## config.mk

```make
export PLATFORM = sky130hd
export DESIGN_NAME = id_stage
export DESIGN_NICKNAME = d
export VERILOG_FILES = /design/src/rtl/id_stage.sv
export SDC_FILE = /design/constraint.sdc
export NUM_CORES = 2
export LEC_CHECK = 0
export CAP_MARGIN = 20
export CORE_MARGIN = 8
export CORE_UTILIZATION = 60
export CTS_CLUSTER_DIAMETER = 100
export DETAILED_ROUTE_END_ITERATION = 7
export PLACE_DENSITY_LB_ADDON = 0.15
export RECOVER_POWER = 25
export SYNTH_ARGS = -nofsm -noshare
export SYNTH_HDL_FRONTEND = slang
export SYNTH_SLANG_ARGS = --single-unit
```

## constraint.sdc

```tcl
create_clock -name clk -period 123.4 [get_ports clk]
set_input_delay 30.85 -clock clk [delete_from_list [all_inputs] [get_ports clk]]
set_output_delay 30.85 -clock clk [all_outputs]
set_load 0.02 [all_outputs]
```

## src/rtl/id_stage.sv

```systemverilog
// id_stage: instruction decode stage of a 5-stage MIPS-style pipeline.
// Holds the 32x32 register file (r0 hardwired to zero, write-through on
// same-cycle writeback), decodes the opcode into ID/EX control signals,
// detects load-use and branch-operand hazards (Stall), resolves beq/bne
// in ID and computes branch/jump targets and the PC select (PCSrc/Flush).
// Ports:
//   clk, reset                      clock, async active-high reset
//   Instruction, PCPlus4ID          IF/ID register contents
//   RegWriteWB/WriteRegWB/WriteDataWB  writeback port of the register file
//   MemReadEX/RegWriteEX/WriteRegEX, MemReadMEM/WriteRegMEM  hazard inputs
//   RegDst..ALUOp, ReadData*, ExtendedIm, ReadRegister*, Rt, Rd  to ID/EX
//   Stall, Flush, PCSrc, BranchTarget, JumpTarget  to the front end
// All outputs are combinational; every output is 0 while reset is high.
module id_stage (
  input  logic        clk,
  input  logic        reset,
  input  logic [31:0] Instruction,
  input  logic [31:0] PCPlus4ID,
  input  logic        RegWriteWB,
  input  logic [4:0]  WriteRegWB,
  input  logic [31:0] WriteDataWB,
  input  logic        MemReadEX,
  input  logic        RegWriteEX,
  input  logic [4:0]  WriteRegEX,
  input  logic        MemReadMEM,
  input  logic [4:0]  WriteRegMEM,
  output logic        RegDst,
  output logic        MemRead,
  output logic        MemtoReg,
  output logic        MemWrite,
  output logic        ALUSrc,
  output logic        RegWrite,
  output logic [1:0]  ALUOp,
  output logic [31:0] ReadData1,
  output logic [31:0] ReadData2,
  output logic [31:0] ExtendedIm,
  output logic [4:0]  ReadRegister1,
  output logic [4:0]  ReadRegister2,
  output logic [4:0]  Rt,
  output logic [4:0]  Rd,
  output logic        Stall,
  output logic        Flush,
  output logic [1:0]  PCSrc,
  output logic [31:0] BranchTarget,
  output logic [31:0] JumpTarget
);

  localparam logic [5:0] OP_RTYPE = 6'b000000;
  localparam logic [5:0] OP_LW    = 6'b100011;
  localparam logic [5:0] OP_SW    = 6'b101011;
  localparam logic [5:0] OP_ADDI  = 6'b001000;
  localparam logic [5:0] OP_BEQ   = 6'b000100;
  localparam logic [5:0] OP_BNE   = 6'b000101;
  localparam logic [5:0] OP_J     = 6'b000010;

  logic [31:0] rf [32];
  logic        wr_blk;
  logic        wr_en;
  logic [5:0]  opcode;
  logic [4:0]  rs, rt, rd;
  logic [31:0] rd1, rd2, sext;
  logic        is_r, is_lw, is_sw, is_addi, is_beq, is_bne, is_j, is_br;
  logic        uses_rt, load_use, br_stall, stall_i, taken;
  logic [7:0]  ctl;

  // Writes stay blocked until the first clk edge after reset releases, so a
  // write landing on the same edge as deassertion is dropped.
  always_ff @(posedge clk or posedge reset) begin
    if (reset) wr_blk <= 1'b1;
    else       wr_blk <= 1'b0;
  end

  assign wr_en = RegWriteWB && (WriteRegWB != 5'd0) && !wr_blk;

  always_ff @(posedge clk or posedge reset) begin
    if (reset) begin
      for (int i = 0; i < 32; i++) rf[i] <= '0;
    end else if (wr_en) begin
      rf[WriteRegWB] <= WriteDataWB;
    end
  end

  assign opcode = Instruction[31:26];
  assign rs     = Instruction[25:21];
  assign rt     = Instruction[20:16];
  assign rd     = Instruction[15:11];
  assign sext   = {{16{Instruction[15]}}, Instruction[15:0]};

  // Write-through: a same-cycle writeback to the read index wins over the array.
  always_comb begin
    rd1 = '0;
    rd2 = '0;
    if (rs != 5'd0) rd1 = (wr_en && WriteRegWB == rs) ? WriteDataWB : rf[rs];
    if (rt != 5'd0) rd2 = (wr_en && WriteRegWB == rt) ? WriteDataWB : rf[rt];
  end

  assign is_r    = (opcode == OP_RTYPE);
  assign is_lw   = (opcode == OP_LW);
  assign is_sw   = (opcode == OP_SW);
  assign is_addi = (opcode == OP_ADDI);
  assign is_beq  = (opcode == OP_BEQ);
  assign is_bne  = (opcode == OP_BNE);
  assign is_j    = (opcode == OP_J);
  assign is_br   = is_beq || is_bne;
  assign uses_rt = is_r || is_sw || is_br;

  assign load_use = MemReadEX && (WriteRegEX != 5'd0) &&
                    ((WriteRegEX == rs) || (uses_rt && WriteRegEX == rt));
  // Branches compare in ID, so any in-flight producer of rs/rt must drain first.
  assign br_stall = is_br &&
                    ((RegWriteEX && (WriteRegEX != 5'd0) &&
                      (WriteRegEX == rs || WriteRegEX == rt)) ||
                     (MemReadMEM && (WriteRegMEM != 5'd0) &&
                      (WriteRegMEM == rs || WriteRegMEM == rt)));
  assign stall_i  = load_use || br_stall;
  assign taken    = (is_beq && rd1 == rd2) || (is_bne && rd1 != rd2);

  // ctl = {RegDst, ALUSrc, MemtoReg, RegWrite, MemRead, MemWrite, ALUOp}
  always_comb begin
    ctl = 8'b0000_0000;
    if (is_r)         ctl = 8'b1001_0010;
    else if (is_lw)   ctl = 8'b0111_1000;
    else if (is_sw)   ctl = 8'b0100_0100;
    else if (is_addi) ctl = 8'b0101_0000;
    else if (is_br)   ctl = 8'b0000_0001;
  end

  always_comb begin
    RegDst = 1'b0; ALUSrc = 1'b0; MemtoReg = 1'b0; RegWrite = 1'b0;
    MemRead = 1'b0; MemWrite = 1'b0; ALUOp = 2'b00;
    ReadData1 = '0; ReadData2 = '0; ExtendedIm = '0;
    ReadRegister1 = '0; ReadRegister2 = '0; Rt = '0; Rd = '0;
    Stall = 1'b0; Flush = 1'b0; PCSrc = 2'b00;
    BranchTarget = '0; JumpTarget = '0;
    if (!reset) begin
      ReadData1     = rd1;
      ReadData2     = rd2;
      ExtendedIm    = sext;
      ReadRegister1 = rs;
      ReadRegister2 = rt;
      Rt            = rt;
      Rd            = rd;
      BranchTarget  = PCPlus4ID + {sext[29:0], 2'b00};
      JumpTarget    = {PCPlus4ID[31:28], Instruction[25:0], 2'b00};
      Stall         = stall_i;
      if (!stall_i) begin
        {RegDst, ALUSrc, MemtoReg, RegWrite, MemRead, MemWrite, ALUOp} = ctl;
        if (taken) begin
          PCSrc = 2'b01;
          Flush = 1'b1;
        end else if (is_j) begin
          PCSrc = 2'b10;
          Flush = 1'b1;
        end
      end
    end
  end

endmodule

```

Yosys cells after proc, flatten, opt, wreduce, memory -nomap -nowiden --
Cells that the tools add are included.
Cells by class: add/subtract/negate cells 1, order comparisons 4, eq/ne operators 14, multiplexer cells 49, bitwise operators 3, reductions and logical operators 31
Operators with widths (count):
- $bwmux W1024 | 1
- $mux W32 | 14
- $bmux W32 S5 | 2
- $demux W32 S5 | 1
- $add A32 B32 Y32 | 1
- $eq A32 B32 Y1 | 1
- $ne A32 B32 Y1 | 1
- $eq A5 B5 Y1 | 6
- $reduce_bool A5 Y1 | 5
- $mux W7 | 3
- $ge A6 B6 Y1 const B | 3
- $mux W1 | 18
- $not A5 Y6 | 3
- $logic_and A1 B1 Y1 | 15
- $mux W5 | 3
- $eq A6 B3 Y1 const B | 2
- $eq A6 B6 Y1 const B | 2
- $mux W2 | 6
- $logic_or A1 B1 Y1 | 9
- $mux W8 | 1
- $eq A6 B2 Y1 const B | 1
- $eq A6 B4 Y1 const B | 1
- $logic_not A6 Y1 | 1
- $lt A6 B1 Y1 const B | 1
- $logic_not A1 Y1 | 1
Storage, ports and cells: register bits after elaboration 1025, output and inout bits 192, word-level logic and storage cells 135

Longest topological paths before layout --
depth in word-level cells 12, mapped depth 18, mapped depth without buffers 14

Worst setup path before layout --
No wires, ideal clock.
path type input-to-output, start point in reset, end point out ReadData1[19], data arrival time 54.756 ns, data required time 92.550 ns, setup slack 37.794 ns, cell stages on the path 4, buffers on the path 1, path through clkbuf_8 inv_1 nand2_1 nor2b_1
Between the ends: word-level cells in the longest chain between the ends 1
Ends and longest elaborated chain:
- from (decl) | line 16 | input logic reset,
- $mux W32 | line 135 | if (!reset) begin
- to (decl) | line 34 | output logic [31:0] ReadData1,
No other way between the ends.

Worst setup path after layout --
start point in reset, end point out ReadData1[12]
Same word-level chain as after synthesis.

==> flow_summary_export.csv <==
group,metric,value,unit
floorplanning,io_pins,309,
pwr,power.density,14.4,nW/µm²
placed_design,place_congestion,0.901,
global_route,grt_use_met1,48.1,%
pwr,power.total,946,µW
detailed_routing,num_vias,41755,
synthesis,synth_edf_count,0,
detailed_routing,drt_iter0_drc,4927,
critical_path,path_cells,"clkbuf_1, clkinvlp_2, clkbuf_1, clkbuf_1, and2_1, clkdlybuf4s50_1",
synthesis,yosys-top-cells-count,"dfrtp_1 (1024), mux2_2 (1015), mux4_2 (338)",
finish,seq_area,25700,µm²
synthesis,yosys_register_bits,1025,
synthesis,synth.avg_cell_area,13.8,µm²
synthesis,yosys_warnings,0,
finish,multi_input_area,30500,µm²
floorplanning,die_area,109000,µm²
timing,max-slew-margin-rel,-343,%
clock_network,cts_root_buffer,"clkbuf_16",
critical_path,cpMaxStageDelayCell,"clkbuf_1",
critical_path,ff2ff_path_depth,6,
detailed_routing,viasPerCell,7.32,
critical_path,critical_path_class,"in2out",
synthesis,synth_top_area_cell,"dfrtp_1",
global_route,groute.usage.overall,36.4,%
timing,drv_slew,548,
pwr,peakVddDrop,0.0000128,V
timing,finalHoldViolations,0,
critical_path,timing.rr.end,"rf[204]",
finish,final_net_count,4467,
floorplanning,rows,115,
synthesis,synth.most_common_cell,"dfrtp_1",
global_route,grtUsageMet2,54.6,%
placed_design,hpwlAfterDp,119000,µm
global_route,grt_start_max_net_pins,170,
global_route,gr-total-overflow,0,
timing,fin_crit_sh,59.1,%
clock_network,cts.sinks,1025,
worst_hold_path,hold_path_class,"reg2reg",
run_status,violations,"max-capacitance violations, max-slew violations",
timing,max_freq,0.0137,GHz
placed_design,place_area,61900,µm²
critical_path,slowest_delay,4.78,ns
timing,setup_violations,0,
clock_network,cts-resized-gates,0,
synthesis,synthFlopType,"dfrtp_1",
synthesis,synth_cells,4275,
pwr,p_leak,0.0294,µW
worst_hold_path,min_path_cells,0,
timing,worst_clock_skew,0.0283,ns
synthesis,ys_seq_area_share,43.3,%
timing,tightestPinTransition,6.64,ns
critical_path,critical_path.startpoint,"reset",
global_route,antenna_found_initial,7,
job,max_cap_violations,9,
global_route,grt_first_pass_wirelength,291000,µm
timing,rsz0062_at_grt,"false",
critical_path,crit_path_start_kind,"input pin",
synthesis,synth_top_cell_area_share,43.3,%
floorplanning,coreArea,98100,µm²
critical_path,crit_arrival,42.03,ns
critical_path,end_kind,"output port",
timing,final.setup.tns,0,ns
placed_design,portBuffers,306,
synthesis,yosysUniqueCellTypes,85,
clock_network,numCtsBuffers,109,
detailed_routing,ant_nets,0,
critical_path,crit_top_cell,"clkbuf_1",
synthesis,ys_async_sr_fraction,100,%
detailed_routing,drc,0,
clock_network,clock_latency,0.72,ns
global_route,grt.busiest_layer,"met2",
floorplanning,die_y,330,µm
clock_network,cts.clk_slew.worst_paths,0.06,ns
global_route,grt_pass1_vias,41577,
finish,drive_gt1_share,39.7,%
critical_path,crit_required,92.55,ns
clock_network,htreeDepth,3,
detailed_routing,wl,200000,µm
detailed_routing,firstDrtPassIters,6,
finish,stdcell_count,5705,
floorplanning,start_util,60.3,%
timing,fin_crit,72.88,ns
critical_path,critPathMaxFanout,122,
critical_path,rrSetupSlack,120.21,ns
finish,syn_to_final_growth,11.1,%
placed_design,dpl.cell_count,5486,
clock_network,ctsLongestPathBuffers,3,
clock_network,cts_tree,"built",
critical_path,crit_end,"ReadData1[12]",
floorplanning,die_w,330,µm
clock_network,postCtsSetupRepairBufs,0,
global_route,use_met3,11.7,%
clock_network,cts_hold_buffers,0,
synthesis,synth_area_leaders,"dfrtp_1 (43%), mux2_2 (19%), mux4_2 (13%)",
finish,nFillCells,7046,
finish,fin_area,65800,µm²
synthesis,syn_area,59200,µm²
detailed_routing,wl_per_cell,35.1,µm
critical_path,reg2reg_from,"wr_blk",
run_status,outcome,"finished, violations left",
[sequential cells by signal, summed over array words and instances (netlist names)]
register / cells
wr_blk: 1
rf: 1024
[power breakdown]
group | total (µW) | internal (µW) | switching [µW]
Sequential | 412 | 380 | 32.6
Clock | 348 | 207 | 141
Combinational | 186 | 98.1 | 87.7
[area by class of cell]
cell class / count / share of cell area, %
Antenna cell: 7 / 0.0266
Timing Repair Buffer: 442 / 6.33
Tap cell: 1287 / 2.45
Multi-Input combinational cell: 2731 / 46.4
Clock buffer: 159 / 4.83
Clock inverter: 43 / 0.892
Sequential cell: 1025 / 39.0
Inverter: 11 / 0.0647
[worst max-delay path, delay by kind of cell]
family                 cells  cell delay [ns]
buffers and inverters      5            10.51
AND/OR/NAND/NOR            1             0.37
[cell families after synthesis]
kind of cell | count (synthesis) | synth area share (%)
AO/OA/AOI/OAI | 526 | 6.17
flip-flops | 1025 | 43.3
AND/OR/NAND/NOR | 446 | 3.81
buffers and inverters | 521 | 5.39
adder cells (fa/ha/maj) | 30 | 0.647
multiplexers | 1640 | 39.4
other | 1 | 0.00634
XOR/XNOR | 86 | 1.27
[how the worst min path moves through the flow]
stage              from        to  slack [ns]
2_1_floorplan  rf[1013]  rf[1013]        0.44
5_1_grt        rf[1023]  rf[1023]        0.41
4_1_cts        rf[1006]  rf[1006]        0.40
3_3_place_gp   rf[1017]  rf[1017]        0.38
6_report       rf[1006]  rf[1006]        0.40
3_5_place_dp   rf[1006]  rf[1006]        0.39
[placed cells by master (no fill, tap or decap), types with 12 or more instances in the layout]
cell type           n
a21o_1             16
mux4_1             73
nor3_1             23
o21ai_0            85
buf_4             123
nand2_2            14
mux2_2           1015
a21oi_1            63
clkbuf_16         114
a22oi_1            51
mux4_4             12
clkbuf_1           36
clkbuf_8           22
dfrtp_1          1024
a211oi_1           19
or3_1              18
mux4_2            338
clkinv_2           23
nand2_1            36
nor2_1            171
a221oi_1           41
nor2b_1            48
xor2_1             41
mux2i_1           201
clkdlybuf4s50_1   292
nand3_1            21
o211ai_1           51
bufinv_16          14
o22ai_1            97
xnor2_1            45
ha_1               29
[per-stage QoR]
step | setup slack (ns) | hold WS, ns | utilization, %
6_report | 50.52 | 0.400 | 67.0
3_5_place_dp | 54.80 | 0.385 | 63.1
5_1_grt | 48.74 | 0.408 | 67.0
3_3_place_gp | 54.89 | 0.379 | 63.1
4_1_cts | 54.77 | 0.399 | 66.9
2_1_floorplan | 37.79 | 0.438 | -
[metal layers]
metal | up-vias | wire length [µm]
li1 | 16502 | -
met1 | 21865 | 75600
met2 | 2770 | 88700
met3 | 614 | 25300
met4 | 4 | 11000
met5 | - | 27
No activity file was read; power rests on OpenSTA's default activity.
